[config.mk]
export PLATFORM = sky130hd
export DESIGN_NAME = ps2_host_tx
export DESIGN_NICKNAME = d
export VERILOG_FILES = /design/src/rtl/ps2_pkg.sv /design/src/rtl/ps2_line_sync.sv /design/src/rtl/ps2_host_tx.sv
export SDC_FILE = /design/constraint.sdc
export NUM_CORES = 1
export LEC_CHECK = 0
export ABC_AREA = 1
export CORE_UTILIZATION = 53
export CTS_CLUSTER_DIAMETER = 80
export DETAILED_ROUTE_END_ITERATION = 6
export GPL_ROUTABILITY_DRIVEN = 0
export GPL_TIMING_DRIVEN = 0
export PLACE_DENSITY = 0.72
export SLEW_MARGIN = 15
export SYNTH_ARGS = -nofsm -noshare
export SYNTH_HDL_FRONTEND = slang
export SYNTH_SLANG_ARGS = --single-unit
[constraint.sdc]
create_clock -name clk_i -period 1.7 [get_ports clk_i]
set_input_delay 0.34 -clock clk_i [delete_from_list [all_inputs] [get_ports clk_i]]
set_output_delay 0.34 -clock clk_i [all_outputs]
set_load 0.01 [all_outputs]
[src/rtl/ps2_pkg.sv]
// rtl/ps2_pkg.sv - shared PS/2 types, command constants and frame helpers
package ps2_pkg;

    typedef enum logic [2:0] {
        IDLE,
        INHIBIT,
        REQ,
        SHIFT,
        ACK,
        WAIT_IDLE
    } ps2_state_e;

    localparam logic [7:0] PS2_CMD_SET_LED = 8'hED;
    localparam logic [7:0] PS2_CMD_ENABLE  = 8'hF4;
    localparam logic [7:0] PS2_CMD_RESET   = 8'hFF;
    localparam logic [7:0] PS2_ACK_BYTE    = 8'hFA;

    localparam int PS2_TX_BITS = 11;

    // Frame position 0 is the start bit, 1..8 data LSB first, 9 parity, 10 stop.
    function automatic logic ps2_frame_bit(input logic [7:0] data,
                                           input logic       parity,
                                           input logic [3:0] pos);
        logic       b;
        logic [2:0] idx;
        b   = 1'b1;
        idx = 3'(pos - 4'd1);
        if (pos == 4'd0) begin
            b = 1'b0;
        end else if (pos <= 4'd8) begin
            b = data[idx];
        end else if (pos == 4'd9) begin
            b = parity;
        end
        return b;
    endfunction

endpackage

[src/rtl/ps2_line_sync.sv]
// rtl/ps2_line_sync.sv - two-flop synchroniser with falling-edge detect for one PS/2 line
module ps2_line_sync (
    input  logic clk_i,
    input  logic reset_i,
    input  logic line_i,
    output logic level_o,
    output logic fe_o
);

    logic meta_q;
    logic sync_d0_q;
    logic sync_d1_q;

    // Idle bus level is high, so reset to 1 to avoid a false edge after reset.
    always_ff @(posedge clk_i) begin
        if (!reset_i) begin
            meta_q    <= 1'b1;
            sync_d0_q <= 1'b1;
            sync_d1_q <= 1'b1;
        end else begin
            meta_q    <= line_i;
            sync_d0_q <= meta_q;
            sync_d1_q <= sync_d0_q;
        end
    end

    assign level_o = sync_d0_q;
    assign fe_o    = sync_d1_q & ~sync_d0_q;

endmodule

[src/rtl/ps2_host_tx.sv]
// rtl/ps2_host_tx.sv - host-to-device PS/2 command transmitter with open-drain line enables
module ps2_host_tx
    import ps2_pkg::*;
#(
    parameter int INHIBIT_CYCLES = 6000,
    parameter int TIMEOUT_CYCLES = 1000000
) (
    input  logic       clk_i,
    input  logic       reset_i,
    input  logic [7:0] tx_data_i,
    input  logic       tx_valid_i,
    output logic       tx_ready_o,
    input  logic       ps2_clk_i,
    input  logic       ps2_dat_i,
    output logic       ps2_clk_oe_o,
    output logic       ps2_dat_oe_o,
    output logic       busy_o,
    output logic       done_o,
    output logic       err_o
);

    localparam int CNT_MAX = (INHIBIT_CYCLES > TIMEOUT_CYCLES) ? INHIBIT_CYCLES : TIMEOUT_CYCLES;
    localparam int CNT_W   = $clog2(CNT_MAX + 1);

    localparam logic [CNT_W-1:0] INHIBIT_LAST = CNT_W'(INHIBIT_CYCLES - 1);
    localparam logic [CNT_W-1:0] TIMEOUT_LAST = CNT_W'(TIMEOUT_CYCLES - 1);
    localparam logic [3:0]       SHIFT_LAST   = 4'(PS2_TX_BITS - 2);
    localparam logic [3:0]       BIT_SAT      = 4'(PS2_TX_BITS);

    ps2_state_e       state_q;
    logic [CNT_W-1:0] cnt_q;
    logic [3:0]       bit_cnt_q;
    logic [7:0]       data_q;
    logic             parity_q;
    logic             ack_err_q;
    logic             tx_ready_q;
    logic             busy_q;
    logic             done_q;
    logic             err_q;
    logic             clk_oe_q;
    logic             dat_oe_q;

    logic             clk_level;
    logic             clk_fe;
    logic             dat_level;
    logic             dat_fe_unused;

    ps2_line_sync u_clk_sync (
        .clk_i   (clk_i),
        .reset_i (reset_i),
        .line_i  (ps2_clk_i),
        .level_o (clk_level),
        .fe_o    (clk_fe)
    );

    ps2_line_sync u_dat_sync (
        .clk_i   (clk_i),
        .reset_i (reset_i),
        .line_i  (ps2_dat_i),
        .level_o (dat_level),
        .fe_o    (dat_fe_unused)
    );

    logic [CNT_W-1:0] cnt_d;
    logic [3:0]       bit_cnt_d;
    logic             frame_bit_d;
    logic             in_frame;
    logic             timed_out;

    assign cnt_d       = cnt_q + 1'b1;
    assign bit_cnt_d   = (bit_cnt_q == BIT_SAT) ? bit_cnt_q : bit_cnt_q + 4'd1;
    assign frame_bit_d = ps2_frame_bit(data_q, parity_q, bit_cnt_d);
    // The timeout window opens at REQ and also covers the wait for the lines to go idle.
    assign in_frame    = (state_q == REQ) || (state_q == SHIFT) ||
                         (state_q == ACK) || (state_q == WAIT_IDLE);
    assign timed_out   = in_frame && (cnt_q == TIMEOUT_LAST);

    always_ff @(posedge clk_i) begin
        if (!reset_i) begin
            state_q    <= IDLE;
            cnt_q      <= '0;
            bit_cnt_q  <= '0;
            data_q     <= '0;
            parity_q   <= 1'b0;
            ack_err_q  <= 1'b0;
            tx_ready_q <= 1'b0;
            busy_q     <= 1'b0;
            done_q     <= 1'b0;
            err_q      <= 1'b0;
            clk_oe_q   <= 1'b0;
            dat_oe_q   <= 1'b0;
        end else begin
            done_q <= 1'b0;
            err_q  <= 1'b0;
            if (timed_out) begin
                state_q    <= IDLE;
                clk_oe_q   <= 1'b0;
                dat_oe_q   <= 1'b0;
                done_q     <= 1'b1;
                err_q      <= 1'b1;
                tx_ready_q <= 1'b1;
                busy_q     <= 1'b0;
            end else begin
                case (state_q)
                    IDLE: begin
                        clk_oe_q   <= 1'b0;
                        dat_oe_q   <= 1'b0;
                        busy_q     <= 1'b0;
                        tx_ready_q <= 1'b1;
                        if (tx_valid_i && tx_ready_q) begin
                            data_q     <= tx_data_i;
                            parity_q   <= ~^tx_data_i;
                            tx_ready_q <= 1'b0;
                            busy_q     <= 1'b1;
                            clk_oe_q   <= 1'b1;
                            cnt_q      <= '0;
                            state_q    <= INHIBIT;
                        end
                    end
                    INHIBIT: begin
                        if (cnt_q == INHIBIT_LAST) begin
                            dat_oe_q <= 1'b1;
                            cnt_q    <= '0;
                            state_q  <= REQ;
                        end else begin
                            cnt_q <= cnt_d;
                        end
                    end
                    REQ: begin
                        clk_oe_q  <= 1'b0;
                        bit_cnt_q <= '0;
                        cnt_q     <= cnt_d;
                        state_q   <= SHIFT;
                    end
                    SHIFT: begin
                        cnt_q <= cnt_d;
                        if (clk_fe) begin
                            dat_oe_q  <= ~frame_bit_d;
                            bit_cnt_q <= bit_cnt_d;
                            if (bit_cnt_q == SHIFT_LAST) begin
                                state_q <= ACK;
                            end
                        end
                    end
                    ACK: begin
                        cnt_q <= cnt_d;
                        if (clk_fe) begin
                            ack_err_q <= dat_level;
                            bit_cnt_q <= bit_cnt_d;
                            state_q   <= WAIT_IDLE;
                        end
                    end
                    WAIT_IDLE: begin
                        cnt_q <= cnt_d;
                        if (clk_level && dat_level) begin
                            state_q    <= IDLE;
                            done_q     <= 1'b1;
                            err_q      <= ack_err_q;
                            tx_ready_q <= 1'b1;
                            busy_q     <= 1'b0;
                        end
                    end
                    default: begin
                        state_q <= IDLE;
                    end
                endcase
            end
        end
    end

    assign tx_ready_o   = tx_ready_q;
    assign busy_o       = busy_q;
    assign done_o       = done_q;
    assign err_o        = err_q;
    assign ps2_clk_oe_o = clk_oe_q;
    assign ps2_dat_oe_o = dat_oe_q;

endmodule

==> results.py, run 1 <==
metrics = {
    "status": {
        "outcome": "complete, but fails checks",
        "violations": "setup timing",
    },
    "floorplanning": {
        "dieHeight_microns": 74.30,
        "start_util_pct": 56.77,
        "die-area_sq_um": 5520,
        "dieWidth_microns": 74.30,
        "rows": 25,
        "pin_count": 19,
        "core_sq_um": 4880,
    },
    "cts": {
        "clockBufferDepth": 2,
        "ctsRootBufferMaster": "clkbuf_8",
        "cts.sinks": 48,
        "clk_pin_slew_ns": 0.10,
        "clk_latency_ns": 0.31,
        "cts_hold_buf": 0,
        "cts_made_buffers": 5,
        "cts_tree": "built",
        "cts.htree.levels": 2,
    },
    "power": {
        "p_switching_mw": 1.837,
        "p_per_area_nw_per_um2": 1158,
        "p_leak_nw": 1.557,
        "p_comb_share_pct": 48.6,
        "p_int_mw": 2.574,
        "switching_share_pct": 41.65,
        "clkPwrFrac_pct": 19.4,
        "ir_drop_mv": 0.5504,
        "seq_power_share_pct": 32.0,
    },
    "logic_synthesis": {
        "netlist_top_cells_area": "dfxtp_1, nand2_1, nor2_1, nand3_1, inv_1",
        "synth_edf_count": 0,
        "synthesis.nets": 440,
        "async_flop_share_pct": 0,
        "synth_top_area_cell": "dfxtp_1",
        "ys_ff_latch": 48,
        "syn_inst": 423,
        "syn_area_sq_um": 2770,
        "ys_types": 37,
        "syn_area_per_cell_sq_um": 6.549,
        "yosys_warnings": 0,
        "synthFlopType": "dfxtp_1",
        "ys_seq_area_share_pct": 34.69,
        "synth_top_area_share_pct": 34.69,
    },
    "sta": {
        "setup_violations": 31,
        "tightest_slew_ns": 0.5523,
        "drv_slew": 0,
        "grt_setup_unrepaired": "true",
        "fin_crit_sh_pct": 109.9,
        "fin_skew_ns": 0.009141,
        "maxSlewHeadroom_pct": 63.14,
        "hold_viol": 0,
        "setup_slack_ns": -0.1691,
        "fmax_mhz": 535.0,
        "tns_ns": -2.072,
        "period_minus_slack_ns": 1.869,
    },
    "layout": {
        "final_nets": 497,
        "layout_commonest_cell": "nand2_1",
        "drive_above_1_share_pct": 30.56,
        "area_delta_synth_final_pct": 37.53,
        "final_cells": 548,
        "antenna_cells": 0,
        "final_cell_mix": "nand2_1, nor2_1, dfxtp_1",
    },
    "setup_path": {
        "crit_path_start_kind": "flip-flop",
        "arrival_ns": 2.12,
        "crit_path_max_fanout": 5,
        "critical_path_class": "flip-flop to flip-flop",
        "cp.required_ns": 1.95,
        "endpoint_kind": "flip-flop",
        "r2r_slack_ns": -0.17,
    },
    "grt": {
        "grt_start_max_net_pins": 16,
        "grt_use_met2_pct": 44.65,
        "grt_pass1_wl_microns": 11760,
        "grt.total_usage_pct": 28.08,
        "antenna_found_initial": 0,
        "grtUsageMet3_pct": 5.691,
        "grt_pass1_vias": 2632,
        "grt_busiest_layer": "met2",
        "grt_overflow": 0,
        "grt_use_met1_pct": 36.64,
    },
    "drt": {
        "routed_wl_microns": 8242,
        "drt-initial-drc-count": 300,
        "vias_per_cell": 5.703,
        "drcViolationCount": 0,
        "dr.pass1.iters": 5,
        "detail-route-antenna-nets": 0,
        "wl_per_cell_microns": 15.04,
        "vias": 3125,
    },
    "placement": {
        "portBuffers": 18,
        "post-dp-hpwl_microns": 4883,
        "dp_cells": 508,
    },
    "flow_run": {
        "cap_violations": 0,
    },
    "min_path": {
        "worstHoldPathType": "flip-flop to flip-flop",
    },
}
-- sequential cells by signal, summed over array words and instances, names as in the netlist --
register              flops
u_clk_sync.level_o        1
u_dat_sync.level_o        1
bit_cnt_q                 4
err_o                     1
u_clk_sync.sync_d1_q      1
done_o                    1
u_dat_sync.meta_q         1
ps2_clk_oe_o              1
parity_q                  1
ps2_dat_oe_o              1
ack_err_q                 1
busy_o                    1
state_q                   3
u_clk_sync.meta_q         1
tx_ready_o                1
data_q                    8
cnt_q                    20
-- per-layer routing --
layer | wire length, microns | vias to the layer above
met1 | 3487 | 1446
met2 | 3923 | 154
li1 | - | 1503
met5 | 0 | -
met3 | 612 | 22
met4 | 219 | 0
-- area by class of cell --
cell class / count / area (sq um)
Buffer: 7 / 55.05
Clock buffer: 5 / 68.82
Clock inverter: 3 / 42.54
Fill cell: 367 / 1070
Inverter: 44 / 187.7
Multi-Input combinational cell: 323 / 1932
Sequential cell: 48 / 997.2
Tap cell: 67 / 83.83
Timing Repair Buffer: 51 / 442.9
-- kinds of logic after synthesis --
logic type | share of synthesized area [%]
simple gates | 42.14
compound gates | 9.982
buf+inv | 7.588
fa+ha+maj | 1.807
xor+xnor | 3.794
flops | 34.69
-- power groups by stage --
stage	sequential (mW)	combinational [mW]	clock (mW)
final	1.41	2.14	0.857
after global routing	1.42	2.27	0.883
after CTS	1.36	1.77	0.850
after detailed placement	1.37	1.32	0
after global placement	1.37	1.31	0
after floorplan	1.36	0.980	0
-- path summary, 6_finish.rpt --
kind                           startpoint                             to  depth (start not counted)
min reg2reg  u_dat_sync.meta_q$_SDFF_PN1_  u_dat_sync.level_o$_SDFF_PN1_                          1
max                 cnt_q[6]$_SDFFE_PN0P_         cnt_q[15]$_SDFFE_PN0P_                          7
max reg2reg         cnt_q[6]$_SDFFE_PN0P_         cnt_q[15]$_SDFFE_PN0P_                          7
min          u_dat_sync.meta_q$_SDFF_PN1_  u_dat_sync.level_o$_SDFF_PN1_                          1
-- critical path: stages (launching register included) --
cell and delay, ns:
dfxtp_1 0.41, nand2_1 0.18, nor2_2 0.30, nand2_1 0.14, or3b_2 0.47, o21ai_2 0.14, inv_1 0.05, nor2_1 0.12
-- per-stage QoR --
step / worst slack, ns / instance area, sq um / util (%) / hold slack (ns) / total power, mW
global route: -0.2010 / 3810 / 78.08 / 0.4536 / 4.573
finish: -0.1691 / 3810 / 78.08 / 0.4440 / 4.411
CTS: -0.1219 / 3503 / 71.79 / 0.4432 / 3.983
floorplan: -0.0001246 / 2780 / - / 0.3925 / 2.339
detailed placement: -0.3867 / 3044 / 62.38 / 0.4217 / 2.693
global placement: -0.3503 / 3044 / 62.38 / 0.4128 / 2.679
-- cell usage after synthesis (2+ instances only) --
master	n
a21oi_1	23
buf_2	3
clkbuf_1	3
dfxtp_1	48
ha_1	4
inv_1	36
inv_2	7
nand2_1	107
nand3_1	33
nand3b_1	3
nand4_1	11
nor2_1	64
nor2_2	2
nor3_1	16
nor3_2	2
nor4_1	6
o211ai_1	4
o21ai_0	15
o21ai_1	2
o21bai_1	2
or2_2	6
xnor2_1	6
xor2_1	6
-- timing repair --
item                                    in CTS  in global routing
endpoints found under the hold margin        0                  0
resized for setup                           69                 62
setup buffers                               15                 17
pin swaps                                   20                 23
gates cloned                                 1                  0
endpoints found under the setup margin      31                 42
Note: power is estimated with default switching activity, not from simulation.
==> run 2: changes to the inputs <==
Settings changed: CAP_MARGIN set to 20.
==> results of run 2 <==
The final DEF is identical to that of run 1; final timing and power are the same.
